**src/rtl/fb_pkg.sv**
```systemverilog
// Shared types and limits for the two-port framebuffer arbiter.
package fb_pkg;

    localparam int unsigned X_W          = 9;
    localparam int unsigned Y_W          = 8;
    localparam int unsigned SCREEN_MAX_X = 319;
    localparam int unsigned SCREEN_MAX_Y = 199;

    typedef enum logic [1:0] {
        IDLE,
        ISSUE,
        WAIT,
        DONE
    } state_t;

    typedef enum logic {
        OP_READ,
        OP_WRITE
    } op_t;

    typedef struct packed {
        logic [X_W-1:0] x;
        logic [Y_W-1:0] y;
        op_t            op;
        logic           data;
    } req_t;

endpackage

```
**src/rtl/fb_arbiter_if.sv**
```systemverilog
// Single-pixel strobe/ready port; the same protocol on requester and memory sides.
interface fb_arbiter_if;

    logic [fb_pkg::X_W-1:0] x;
    logic [fb_pkg::Y_W-1:0] y;
    logic                   read;
    logic                   write;
    logic                   in;
    logic                   out;
    logic                   rdy;

    modport master (
        output x, y, read, write, in,
        input  out, rdy
    );

    modport slave (
        input  x, y, read, write, in,
        output out, rdy
    );

endinterface

```
**src/rtl/fb_req_slot.sv**
```systemverilog
// Pending-request slot for one requester: latches a strobe and holds it until cleared.
module fb_req_slot
    import fb_pkg::*;
(
    input  logic           clk,
    input  logic           rst,
    input  logic           read,
    input  logic           write,
    input  logic           data,
    input  logic [X_W-1:0] x,
    input  logic [Y_W-1:0] y,
    input  logic           clear,
    output logic           pending,
    output req_t           req,
    output logic           err
);

    logic strobe;
    logic busy;

    assign strobe = read | write;
    // A slot finishing this cycle can take the next strobe without losing it.
    assign busy   = pending & ~clear;

    always_ff @(posedge clk) begin
        if (rst) begin
            pending <= 1'b0;
            req     <= '0;
            err     <= 1'b0;
        end else begin
            if (strobe && !busy) begin
                pending  <= 1'b1;
                req.x    <= x;
                req.y    <= y;
                req.op   <= write ? OP_WRITE : OP_READ;
                req.data <= data;
            end else if (clear) begin
                pending <= 1'b0;
            end
            if (strobe && busy) begin
                err <= 1'b1;
            end
        end
    end

endmodule

```
**src/rtl/fb_arbiter.sv**
```systemverilog
// Two-port framebuffer arbiter: scanout (port 0) has priority, GPU (port 1) is starvation-protected.
module fb_arbiter
    import fb_pkg::*;
#(
    parameter int unsigned MAX_X        = SCREEN_MAX_X,
    parameter int unsigned MAX_Y        = SCREEN_MAX_Y,
    parameter int unsigned STARVE_LIMIT = 4
) (
    input  logic         clk,
    input  logic         rst,
    fb_arbiter_if.slave  p0,
    fb_arbiter_if.slave  p1,
    fb_arbiter_if.master mem,
    output logic         err
);

    localparam int unsigned SW = $clog2(STARVE_LIMIT + 1);

    state_t         state;
    state_t         next_state;
    req_t           req0;
    req_t           req1;
    req_t           cur;
    logic           pend0;
    logic           pend1;
    logic           err0;
    logic           err1;
    logic           clear0;
    logic           clear1;
    logic           grant;
    logic           sel1;
    logic           oor;
    logic           rd_stb;
    logic           wr_stb;
    logic           rdy0;
    logic           rdy1;
    logic           out0;
    logic           out1;
    logic [SW-1:0]  starve;
    logic [X_W-1:0] x_b;
    logic [Y_W-1:0] y_b;
    logic           in_b;

    fb_req_slot u_slot0 (
        .clk     (clk),
        .rst     (rst),
        .read    (p0.read),
        .write   (p0.write),
        .data    (p0.in),
        .x       (p0.x),
        .y       (p0.y),
        .clear   (clear0),
        .pending (pend0),
        .req     (req0),
        .err     (err0)
    );

    fb_req_slot u_slot1 (
        .clk     (clk),
        .rst     (rst),
        .read    (p1.read),
        .write   (p1.write),
        .data    (p1.in),
        .x       (p1.x),
        .y       (p1.y),
        .clear   (clear1),
        .pending (pend1),
        .req     (req1),
        .err     (err1)
    );

    assign sel1 = pend1 && (!pend0 || (starve >= SW'(STARVE_LIMIT)));
    assign cur  = grant ? req1 : req0;
    assign oor  = (cur.x > X_W'(MAX_X)) || (cur.y > Y_W'(MAX_Y));
    assign err  = err0 | err1;

    always_ff @(posedge clk) begin
        if (rst) begin
            state <= IDLE;
        end else begin
            state <= next_state;
        end
    end

    always_comb begin
        next_state = state;
        unique case (state)
            IDLE:    if (pend0 || pend1) next_state = ISSUE;
            ISSUE:   next_state = oor ? DONE : WAIT;
            WAIT:    if (mem.rdy) next_state = DONE;
            DONE:    next_state = IDLE;
            default: next_state = IDLE;
        endcase
    end

    always_comb begin
        rd_stb = 1'b0;
        wr_stb = 1'b0;
        rdy0   = 1'b0;
        rdy1   = 1'b0;
        if (state == ISSUE && !oor) begin
            rd_stb = (cur.op == OP_READ);
            wr_stb = (cur.op == OP_WRITE);
        end
        if (state == DONE) begin
            rdy0 = ~grant;
            rdy1 = grant;
        end
    end

    assign clear0 = rdy0;
    assign clear1 = rdy1;

    // Grant, starve count and bus address are all decided at the IDLE->ISSUE edge
    // so the memory strobe in ISSUE sees stable address/data.
    always_ff @(posedge clk) begin
        if (rst) begin
            grant  <= 1'b0;
            starve <= '0;
            x_b    <= '0;
            y_b    <= '0;
            in_b   <= 1'b0;
        end else begin
            if (state == IDLE && (pend0 || pend1)) begin
                grant <= sel1;
                x_b   <= sel1 ? req1.x : req0.x;
                y_b   <= sel1 ? req1.y : req0.y;
                in_b  <= sel1 ? req1.data : req0.data;
            end
            if (!pend1) begin
                starve <= '0;
            end else if (state == IDLE) begin
                starve <= sel1 ? '0 : starve + 1'b1;
            end
        end
    end

    always_ff @(posedge clk) begin
        if (rst) begin
            out0 <= 1'b0;
            out1 <= 1'b0;
        end else if (cur.op == OP_READ) begin
            if (state == WAIT && mem.rdy) begin
                if (grant) out1 <= mem.out;
                else       out0 <= mem.out;
            end else if (state == ISSUE && oor) begin
                if (grant) out1 <= 1'b0;
                else       out0 <= 1'b0;
            end
        end
    end

    assign mem.x     = x_b;
    assign mem.y     = y_b;
    assign mem.in    = in_b;
    assign mem.read  = rd_stb;
    assign mem.write = wr_stb;
    assign p0.rdy    = rdy0;
    assign p1.rdy    = rdy1;
    assign p0.out    = out0;
    assign p1.out    = out1;

endmodule

```
**src/flat_wrapper.sv**
```systemverilog
// flat-port wrapper written by rule: the top's interface ports become plain ports
module fb_arbiter_flat import fb_pkg::*;
#(
    parameter int unsigned MAX_X        = SCREEN_MAX_X,
    parameter int unsigned MAX_Y        = SCREEN_MAX_Y,
    parameter int unsigned STARVE_LIMIT = 4
)
  (clk, rst, err, p0_x, p0_y, p0_read, p0_write, p0_in, p0_out, p0_rdy, p1_x, p1_y, p1_read, p1_write, p1_in, p1_out, p1_rdy, mem_x, mem_y, mem_read, mem_write, mem_in, mem_out, mem_rdy);
  fb_arbiter_if p0_i ();
  fb_arbiter_if p1_i ();
  fb_arbiter_if mem_i ();
  input  logic clk;
  input  logic rst;
  output logic err;
  input wire logic [$bits(p0_i.x)-1:0] p0_x;
  input wire logic [$bits(p0_i.y)-1:0] p0_y;
  input wire logic [$bits(p0_i.read)-1:0] p0_read;
  input wire logic [$bits(p0_i.write)-1:0] p0_write;
  input wire logic [$bits(p0_i.in)-1:0] p0_in;
  output wire logic [$bits(p0_i.out)-1:0] p0_out;
  output wire logic [$bits(p0_i.rdy)-1:0] p0_rdy;
  input wire logic [$bits(p1_i.x)-1:0] p1_x;
  input wire logic [$bits(p1_i.y)-1:0] p1_y;
  input wire logic [$bits(p1_i.read)-1:0] p1_read;
  input wire logic [$bits(p1_i.write)-1:0] p1_write;
  input wire logic [$bits(p1_i.in)-1:0] p1_in;
  output wire logic [$bits(p1_i.out)-1:0] p1_out;
  output wire logic [$bits(p1_i.rdy)-1:0] p1_rdy;
  output wire logic [$bits(mem_i.x)-1:0] mem_x;
  output wire logic [$bits(mem_i.y)-1:0] mem_y;
  output wire logic [$bits(mem_i.read)-1:0] mem_read;
  output wire logic [$bits(mem_i.write)-1:0] mem_write;
  output wire logic [$bits(mem_i.in)-1:0] mem_in;
  input wire logic [$bits(mem_i.out)-1:0] mem_out;
  input wire logic [$bits(mem_i.rdy)-1:0] mem_rdy;
  assign p0_i.x = p0_x;
  assign p0_i.y = p0_y;
  assign p0_i.read = p0_read;
  assign p0_i.write = p0_write;
  assign p0_i.in = p0_in;
  assign p0_out = p0_i.out;
  assign p0_rdy = p0_i.rdy;
  assign p1_i.x = p1_x;
  assign p1_i.y = p1_y;
  assign p1_i.read = p1_read;
  assign p1_i.write = p1_write;
  assign p1_i.in = p1_in;
  assign p1_out = p1_i.out;
  assign p1_rdy = p1_i.rdy;
  assign mem_x = mem_i.x;
  assign mem_y = mem_i.y;
  assign mem_read = mem_i.read;
  assign mem_write = mem_i.write;
  assign mem_in = mem_i.in;
  assign mem_i.out = mem_out;
  assign mem_i.rdy = mem_rdy;
  fb_arbiter #(.MAX_X(MAX_X), .MAX_Y(MAX_Y), .STARVE_LIMIT(STARVE_LIMIT)) u_core (.clk(clk), .rst(rst), .p0(p0_i), .p1(p1_i), .mem(mem_i), .err(err));
endmodule
```
**config.mk**
```make
export PLATFORM = sky130hd
export DESIGN_NAME = fb_arbiter_flat
export DESIGN_NICKNAME = d
export VERILOG_FILES = /design/src/rtl/fb_pkg.sv /design/src/rtl/fb_arbiter_if.sv /design/src/rtl/fb_req_slot.sv /design/src/rtl/fb_arbiter.sv /design/src/flat_wrapper.sv
export SDC_FILE = /design/constraint.sdc
export NUM_CORES = 1
export LEC_CHECK = 0
export CORE_AREA = 2 2 83 85
export CTS_BUF_LIST = sky130_fd_sc_hd__clkbuf_4 sky130_fd_sc_hd__clkbuf_8
export DETAILED_ROUTE_END_ITERATION = 8
export DIE_AREA = 0 0 85 87
export HOLD_SLACK_MARGIN = 0.05
export PLACE_DENSITY = 0.77
export SLEW_MARGIN = 20
export SYNTH_ARGS = -nofsm -noshare
export SYNTH_HDL_FRONTEND = slang
export SYNTH_SLANG_ARGS = --single-unit
```
**constraint.sdc**
```tcl
create_clock -name clk -period 1.5 [get_ports clk]
set_input_delay 0.45 -clock clk [delete_from_list [all_inputs] [get_ports clk]]
set_output_delay 0.45 -clock clk [all_outputs]
set_load 0.005 [all_outputs]
```
==> out/results.md, run 1 <==
Global route
* 15.1 mm — global-route wire length before repair
* 0 — residual overflow from global routing
* 0.267 — overall global routing resource usage
* 0 — antenna violations before repair
* 3009 — via count of the first global-routing pass
* 54 — largest net degree at the start of global routing

CTS
* 0.08 ns — clock-pin transition on the worst setup and hold timing paths
* 2 — clock tree buffer depth
* 68 — CTS sink count
* built — TritonCTS clock tree
* 9 — Inserted Clock Buffers
* 3 — H-tree depth
* 0.37 ns — clock insertion delay at the later pin of the skew report
* sky130_fd_sc_hd__clkbuf_8 — Root Buffer

Yosys
* 0 — number of flops mapped to enable cells by yosys
* sky130_fd_sc_hd__dfxtp_1 — most used flip-flop cell after synthesis
* 336 — instance count of the mapped netlist
* 41 — Distinct cells, synth
* 8.85 sq um — Avg Cell Area, Syn
* 0 — Synth warnings
* 68 — Yosys reg bits
* 0.458 — post-synthesis sequential area ratio
* 0.00297 sq mm — area of the mapped netlist
* 0 — Synth async-reset ratio
* 385 — synthesized net count

Routing
* 5.86 — Via-to-Cell Ratio
* 21.6 um — average detailed-routed wire length per instance
* 4 — Initial DRT Pass Iterations
* 239 — number of violations reported at the end of detailed-routing iteration 0
* 0 — DRC errors left
* 0 — number of routed nets with antenna violations
* 12.1 mm — post-detailed-routing wire length
* 3284 — total number of vias

Final layout
* 0.00532 sq mm — final instance area
* 78.8% — area growth from synthesis to layout
* 365 — filler cell count
* sky130_fd_sc_hd__dfxtp_1 (52), sky130_fd_sc_hd__clkdlybuf4s50_1 (42), sky130_fd_sc_hd__buf_4 (41) — leading cell types in the layout, fill and taps excluded
* 0.498 — ratio of cells with drive above 1 in the final layout
* sky130_fd_sc_hd__dfxtp_1 — most frequent standard cell in the layout excluding fill and tap cells
* 525 — count of nets after finishing
* 0.00138 sq mm — flip-flop and latch area
* 0 — antenna cell count
* 0.00194 sq mm — Multi-input gate area

Critical path
* primary output — sort of element at the end of the critical path
* 11 — number of cells traversed by the worst register-to-register path
* 1.73 ns — data arrival time at the worst-slack endpoint
* flip-flop — startpoint types
* reg -> out — type of the worst setup path
* 1.05 ns — data required time of the critical path
* 2 — highest net fanout along the worst path

Timing
* 2.18 ns — time the worst path needs with I/O delays and setup
* 458 MHz — maximum achievable frequency
* 0.716 — worst max-slew margin expressed relative to the limit
* 0 — final hold violation count
* -17.30 ns — total negative slack for setup checks
* 0.471 ns — worst slack on hold paths
* 1.46 — Tcrit/Tclk final
* yes — RSZ-0062 raised after global routing
* 69 — total of endpoints with negative setup slack in the final report
* 0.425 ns — Tightest Pin Transition
* 0 — final max-slew violation count
* -0.684 ns — slack of the critical path
* 0.0207 ns — clk_skew

Placement
* 68 — PortBufs
* 0.00400 sq mm — placed inst area
* 5.19 mm — detailed-placement wirelength estimate
* -0.637 ns — pre-CTS setup slack
* 0.849 — routability cong.

Run
* 0 — Max-cap violations

Pwr
* 1410 mW/mm^2 — power density over cell area
* 7.51 mW — overall power consumption
* 0.00106 V — worst vdd ir
* 2.26 nW — reported leakage power

Outcome
* finished, violations left — status
* negative setup slack — failing checks

Min path
* 2 — number of cells on the worst hold path
* reg -> reg — Hold WC Path Type

Die
* 0.00657 sq mm — placeable core area
* 87 um — vertical extent of the die
* 30 — number of placement rows
* 0.00740 sq mm — DIE AREA
* 85 um — x dimension of the die
* 0.453 — Initial Utilization
* 69 — count of boundary I/O pins

## report_power, final
part | switching [mW] | total (mW) | internal [mW] | leakage, nW
sequential | 0.226 | 2.34 | 2.11 | 0.566
combinational | 1.64 | 3.73 | 2.09 | 1.60
clock | 0.729 | 1.44 | 0.714 | 0.0961
total | 2.59 | 7.51 | 4.91 | 2.26
## worst paths after layout
check | start | to | slack, ns
worst max-delay path | u_core.u_slot1.req[7] | mem_write | -0.68
worst min register to register | u_core.u_slot1.err | u_core.u_slot1.err | 0.47
worst max register to register | u_core.state[1] | u_core.u_slot0.req[9] | -0.46
worst min-delay path | u_core.u_slot1.err | u_core.u_slot1.err | 0.47
## metal layers
metal | GRT usage | wire [um] | up-vias
li1 | - | - | 1442
met1 | 0.308 | 4590 | 1615
met2 | 0.470 | 6180 | 175
met3 | 0.0483 | 774 | 52
met4 | 0.141 | 570 | 0
met5 | 0 | 0 | -
## worst max-delay path, stage by stage, from the launching register on
cell	delay (ns)
sky130_fd_sc_hd__dfxtp_2	0.33
sky130_fd_sc_hd__o311ai_2	0.34
sky130_fd_sc_hd__nand3_1	0.17
sky130_fd_sc_hd__o21ai_2	0.11
sky130_fd_sc_hd__buf_4	0.13
sky130_fd_sc_hd__and3_1	0.17
sky130_fd_sc_hd__buf_2	0.13
## metrics by stage
stage,instances,utilization
2_1_floorplan,336,-
6_report,560,0.810
4_1_cts,543,0.737
5_1_grt,560,0.810
3_5_place_dp,504,0.610
3_3_place_gp,504,0.610
## layout make-up
type | instances | area share
Multi-Input combinational cell | 239 | 0.366
Clock inverter | 2 | 0.00188
Inverter | 5 | 0.00447
Tap cell | 80 | 0.0188
Clock buffer | 13 | 0.0313
Sequential cell | 68 | 0.260
Timing Repair Buffer | 153 | 0.318
## kinds of logic (layout without fill, tap and decap cells)
family,count (synthesis),after routing,synth area share
compound gates,66,66,0.180
fa+ha+maj,5,5,0.0210
buf+inv,29,173,0.0610
flops,68,68,0.458
mux,20,20,0.0677
simple gates,148,148,0.213
## cells in the mapped netlist, types with 2 or more instances
master / instances / area (sq um)
sky130_fd_sc_hd__dfxtp_1: 68 / 1360
sky130_fd_sc_hd__nand2_1: 62 / 233
sky130_fd_sc_hd__nor2_1: 45 / 169
sky130_fd_sc_hd__a21oi_1: 27 / 135
sky130_fd_sc_hd__nand3_1: 23 / 115
sky130_fd_sc_hd__mux2i_1: 19 / 190
sky130_fd_sc_hd__a311oi_2: 12 / 180
sky130_fd_sc_hd__buf_2: 7 / 35.0
sky130_fd_sc_hd__nand2b_1: 7 / 43.8
sky130_fd_sc_hd__a311oi_1: 6 / 52.6
sky130_fd_sc_hd__buf_6: 5 / 56.3
sky130_fd_sc_hd__clkbuf_1: 5 / 18.8
sky130_fd_sc_hd__ha_1: 5 / 62.6
sky130_fd_sc_hd__inv_1: 5 / 18.8
sky130_fd_sc_hd__o21ai_0: 5 / 25.0
sky130_fd_sc_hd__buf_4: 4 / 30.0
sky130_fd_sc_hd__nor2b_1: 3 / 18.8
sky130_fd_sc_hd__o21a_1: 3 / 22.5
sky130_fd_sc_hd__buf_1: 2 / 7.51
sky130_fd_sc_hd__o21ai_1: 2 / 10.0
## repair_timing
item,CTS,global route
gates cloned,10,4
hold buffers,0,0
buffers inserted,16,20
pin swaps,48,55
endpoints found under the setup margin,82,66
resized for setup,134,95
## state kept, by name (all words and copies together), names as in the netlist
signal / flops
u_core.mem.in: 1
u_core.mem.x: 9
u_core.u_slot0.pending: 1
u_core.u_slot1.pending: 1
u_core.state: 2
u_core.u_slot0.req: 19
u_core.mem.y: 8
u_core.starve: 3
u_core.u_slot0.err: 1
u_core.u_slot1.req: 19
u_core.u_slot1.err: 1
u_core.p0.out: 1
u_core.p1.out: 1
u_core.grant: 1
Note: power is estimated with default switching activity, not from simulation.
==> run 2, diff against run 1 <==
- CAP_MARGIN: default -> 20
- CTS_CLUSTER_DIAMETER: default -> 60
==> results of run 2 <==
Same layout as run 1: the final DEF is identical, and so are final timing and power.
==> run 3, diff against run 2 <==
- CORE_AREA: 2 2 83 85 -> 2 2 85 87
- DIE_AREA: 0 0 85 87 -> 0 0 87 89
- SETUP_SLACK_MARGIN: default -> 0.05
- SYNTH_HIERARCHICAL: default -> 1
==> out/results.md, run 3 <==
Outcome
* finished, violations left — status, unchanged
* negative setup slack — failing checks, unchanged

Global route
* 15.5 mm — global-route wire length before repair, was 15.1 mm
* 3121 — via count of the first global-routing pass, was 3009
* 0 — antenna violations before repair, unchanged
* 0 — residual overflow from global routing, unchanged
* 49 — largest net degree at the start of global routing, was 54
* 0.264 — overall global routing resource usage, was 0.267

Yosys
* 0 — number of flops mapped to enable cells by yosys, unchanged
* 0.00315 sq mm — area of the mapped netlist, was 0.00297 sq mm
* 336 — instance count of the mapped netlist, unchanged
* sky130_fd_sc_hd__dfxtp_1 — most used flip-flop cell after synthesis, unchanged
* sky130_fd_sc_hd__dfxtp_1 — dominant cell by count in the synthesized netlist, unchanged
* 9.38 sq um — Avg Cell Area, Syn, was 8.85 sq um
* sky130_fd_sc_hd__dfxtp_1 (68), sky130_fd_sc_hd__a21oi_1 (47), sky130_fd_sc_hd__nand3b_1 (37), sky130_fd_sc_hd__o21ai_0 (33), sky130_fd_sc_hd__nor2_1 (23) — top cell types by occurrence after synthesis, was sky130_fd_sc_hd__dfxtp_1 (68), sky130_fd_sc_hd__nand2_1 (62), sky130_fd_sc_hd__nor2_1 (45), sky130_fd_sc_hd__a21oi_1 (27), sky130_fd_sc_hd__nand3_1 (23)
* 0 — Synth async-reset ratio, unchanged
* sky130_fd_sc_hd__dfxtp_1 (43%), sky130_fd_sc_hd__nand3b_1 (8.8%), sky130_fd_sc_hd__a21oi_1 (7.5%) — Synth area leaders, was sky130_fd_sc_hd__dfxtp_1 (46%), sky130_fd_sc_hd__nand2_1 (7.8%), sky130_fd_sc_hd__mux2i_1 (6.4%)
* sky130_fd_sc_hd__dfxtp_1 — cell taking the most area after synthesis, unchanged
* 385 — synthesized net count, unchanged
* 68 — Yosys reg bits, unchanged
* 0.432 — post-synthesis sequential area ratio, was 0.458
* 0.432 — area share of the leading cell type in the synthesized netlist, was 0.458
* 39 — Distinct cells, synth, was 41
* 6 — Synth warnings, was 0

Routing
* 5 — Initial DRT Pass Iterations, was 4
* 245 — number of violations reported at the end of detailed-routing iteration 0, was 239
* 0 — number of routed nets with antenna violations, unchanged
* 11.6 mm — post-detailed-routing wire length, was 12.1 mm
* 5.88 — Via-to-Cell Ratio, was 5.86
* 3277 — total number of vias, was 3284
* 20.8 um — average detailed-routed wire length per instance, was 21.6 um
* 0 — DRC errors left, unchanged

Die
* 30 — number of placement rows, unchanged
* 87 um — x dimension of the die, was 85 um
* 0.469 — Initial Utilization, was 0.453
* 89 um — vertical extent of the die, was 87 um
* 0.00672 sq mm — placeable core area, was 0.00657 sq mm
* 0.00774 sq mm — DIE AREA, was 0.00740 sq mm
* 69 — count of boundary I/O pins, unchanged

Timing
* -6.88 ns — total negative slack for setup checks, was -17.30 ns
* 0 — final hold violation count, unchanged
* 48 — total of endpoints with negative setup slack in the final report, was 69
* -0.645 ns — slack of the critical path, was -0.684 ns
* 466 MHz — maximum achievable frequency, was 458 MHz
* 0 — final max-slew violation count, unchanged
* 1.43 — Tcrit/Tclk final, was 1.46
* yes — RSZ-0062 raised after global routing, unchanged
* 0.251 ns — Tightest Pin Transition, was 0.425 ns
* 0.00773 ns — clk_skew, was 0.0207 ns
* 2.14 ns — time the worst path needs with I/O delays and setup, was 2.18 ns
* 0.828 — worst max-slew margin expressed relative to the limit, was 0.716

Critical path
* u_core/u_slot0/req[4] — reg2reg end, was u_core.u_slot0.req[9]
* u_core/state[1] — startpoint of the worst register-to-register path, was u_core.state[1]
* u_core/u_slot0/req[7] — Crit. Startpoint, was u_core.u_slot1.req[7]
* primary output — sort of element at the end of the critical path, unchanged
* 1.69 ns — data arrival time at the worst-slack endpoint, was 1.73 ns
* 8 — number of cells traversed by the worst register-to-register path, was 11
* 2 — highest net fanout along the worst path, unchanged
* -0.19 ns — setup slack, reg-to-reg, was -0.46 ns
* mem_read — termination of the worst setup path, was mem_write
* reg -> out — type of the worst setup path, unchanged
* 1.05 ns — data required time of the critical path, about the same
* flip-flop — startpoint types, unchanged

Final layout
* 0 — antenna cell count, unchanged
* sky130_fd_sc_hd__dfxtp_1 — most frequent standard cell in the layout excluding fill and tap cells, unchanged
* u_core/u_slot0/req (19), u_core/u_slot1/req (19), u_core/mem.x (9) — largest registers, was u_core.u_slot0.req (19), u_core.u_slot1.req (19), u_core.mem.x (9)
* 0.00139 sq mm — flip-flop and latch area, was 0.00138 sq mm
* 521 — count of nets after finishing, was 525
* 67.2% — area growth from synthesis to layout, was 78.8%
* 391 — filler cell count, was 365
* 0.463 — ratio of cells with drive above 1 in the final layout, was 0.498
* sky130_fd_sc_hd__dfxtp_1 (46), sky130_fd_sc_hd__clkdlybuf4s50_1 (42), sky130_fd_sc_hd__nand3b_1 (37) — leading cell types in the layout, fill and taps excluded, was sky130_fd_sc_hd__dfxtp_1 (52), sky130_fd_sc_hd__clkdlybuf4s50_1 (42), sky130_fd_sc_hd__buf_4 (41)
* 0.00192 sq mm — Multi-input gate area, was 0.00194 sq mm
* 0.00527 sq mm — final instance area, was 0.00532 sq mm

Min path
* reg -> reg — Hold WC Path Type, unchanged
* 2 — number of cells on the worst hold path, unchanged

CTS
* 0.35 ns — clock insertion delay at the later pin of the skew report, was 0.37 ns
* 2 — clock tree buffer depth, unchanged
* 0 — number of hold buffers added after cts, unchanged
* 3 — H-tree depth, unchanged
* 0.08 ns — clock-pin transition on the worst setup and hold timing paths, about the same
* 68 — CTS sink count, unchanged
* built — TritonCTS clock tree, unchanged
* 9 — Inserted Clock Buffers, unchanged
* sky130_fd_sc_hd__clkbuf_8 — Root Buffer, unchanged

Placement
* 0.00420 sq mm — placed inst area, was 0.00400 sq mm
* 0.834 — routability cong., was 0.849
* 68 — PortBufs, unchanged
* 5.51 mm — detailed-placement wirelength estimate, was 5.19 mm

Pwr
* 2.13 nW — reported leakage power, was 2.26 nW
* 0.000793 V — worst vdd ir, was 0.00106 V
* 1420 mW/mm^2 — power density over cell area, was 1410 mW/mm^2

Run
* 0 — Max-cap violations, unchanged

-- run 3: cell count changes after synthesis, moves of 18 or more --
cell,change
sky130_fd_sc_hd__nand3b_1,+36
sky130_fd_sc_hd__nor2_1,-22
sky130_fd_sc_hd__a21oi_1,+20
sky130_fd_sc_hd__nand2_1,-56
sky130_fd_sc_hd__nand3_1,-18
sky130_fd_sc_hd__o21ai_0,+28
-- run 3: routing by layer --
| metal | GRT usage | up-vias | share of wire |
|---|---|---|---|
| met5 | 0 | - | 0 |
| met4 | 0.132 | 0 | 0.036 |
| met3 | 0.0443 | 37 | 0.057 |
| met2 | 0.461 | 177 | 0.52 |
| met1 | 0.315 | 1582 | 0.39 |
| li1 | - | 1481 | - |
-- run 3: cell type report --
| cell class | count | share of cell area |
|---|---|---|
| flip-flops and latches | 68 | 0.264 |
| repair buffers | 150 | 0.307 |
| clock buffers | 9 | 0.0235 |
| clock inverters | 7 | 0.0145 |
| inverters | 10 | 0.00807 |
| well taps | 80 | 0.0190 |
| multi-input cells | 233 | 0.363 |
-- run 3: timing repair --
item	4_1_cts	5_1_grt
setup endpoints to repair	84	69
pin swaps	33	79
buffers inserted	12	18
gates cloned	7	6
gates resized for setup	109	112
-- run 3: logic make-up (layout without fill, tap and decap cells) --
logic type / after synthesis / in the layout / synth area share
multiplexers: 22 / 22 / 0.0711
adder cells (fa/ha/maj): 5 / 5 / 0.0198
AO/OA/AOI/OAI: 116 / 116 / 0.237
buffers and inverters: 35 / 176 / 0.0639
flip-flops: 68 / 68 / 0.432
AND/OR/NAND/NOR: 90 / 90 / 0.177
-- run 3: worst min path at each step --
stage | start | slack (ns) | end
global placement | u_core/u_slot0/err | 0.43 | u_core/u_slot0/err
CTS | u_core/u_slot0/err | 0.46 | u_core/u_slot0/err
floorplan | u_core/u_slot0/err | 0.42 | u_core/u_slot0/err
finish | u_core/u_slot1/err | 0.48 | u_core/u_slot1/err
global route | u_core/u_slot1/err | 0.49 | u_core/u_slot1/err
detailed placement | u_core/u_slot0/err | 0.44 | u_core/u_slot0/err
-- run 3: worst max-delay path: stages (launching register included) --
cell                       delay, ns
sky130_fd_sc_hd__dfxtp_2        0.35
sky130_fd_sc_hd__o311ai_4       0.32
sky130_fd_sc_hd__nand3_2        0.16
sky130_fd_sc_hd__buf_6          0.16
sky130_fd_sc_hd__a211oi_4       0.21
sky130_fd_sc_hd__buf_2          0.15
-- run 3: per-stage QoR --
| step | instances | total power, mW | hold WS (ns) | setup slack, ns | util |
|---|---|---|---|---|---|
| 2_1_floorplan | 336 | 3.55 | 0.420 | 0.0469 | - |
| 3_3_place_gp | 503 | 4.59 | 0.432 | -0.655 | 0.625 |
| 3_5_place_dp | 503 | 4.66 | 0.442 | -0.674 | 0.625 |
| 4_1_cts | 538 | 6.51 | 0.462 | -0.636 | 0.721 |
| 5_1_grt | 557 | 7.78 | 0.489 | -0.683 | 0.784 |
| 6_report | 557 | 7.49 | 0.478 | -0.645 | 0.784 |
-- run 3: power by group --
part | total, mW | switching [mW] | internal [mW]
registers | 2.36 | 0.202 | 2.15
clock network | 1.57 | 0.796 | 0.776
logic | 3.56 | 1.57 | 2.00
total | 7.49 | 2.56 | 4.92
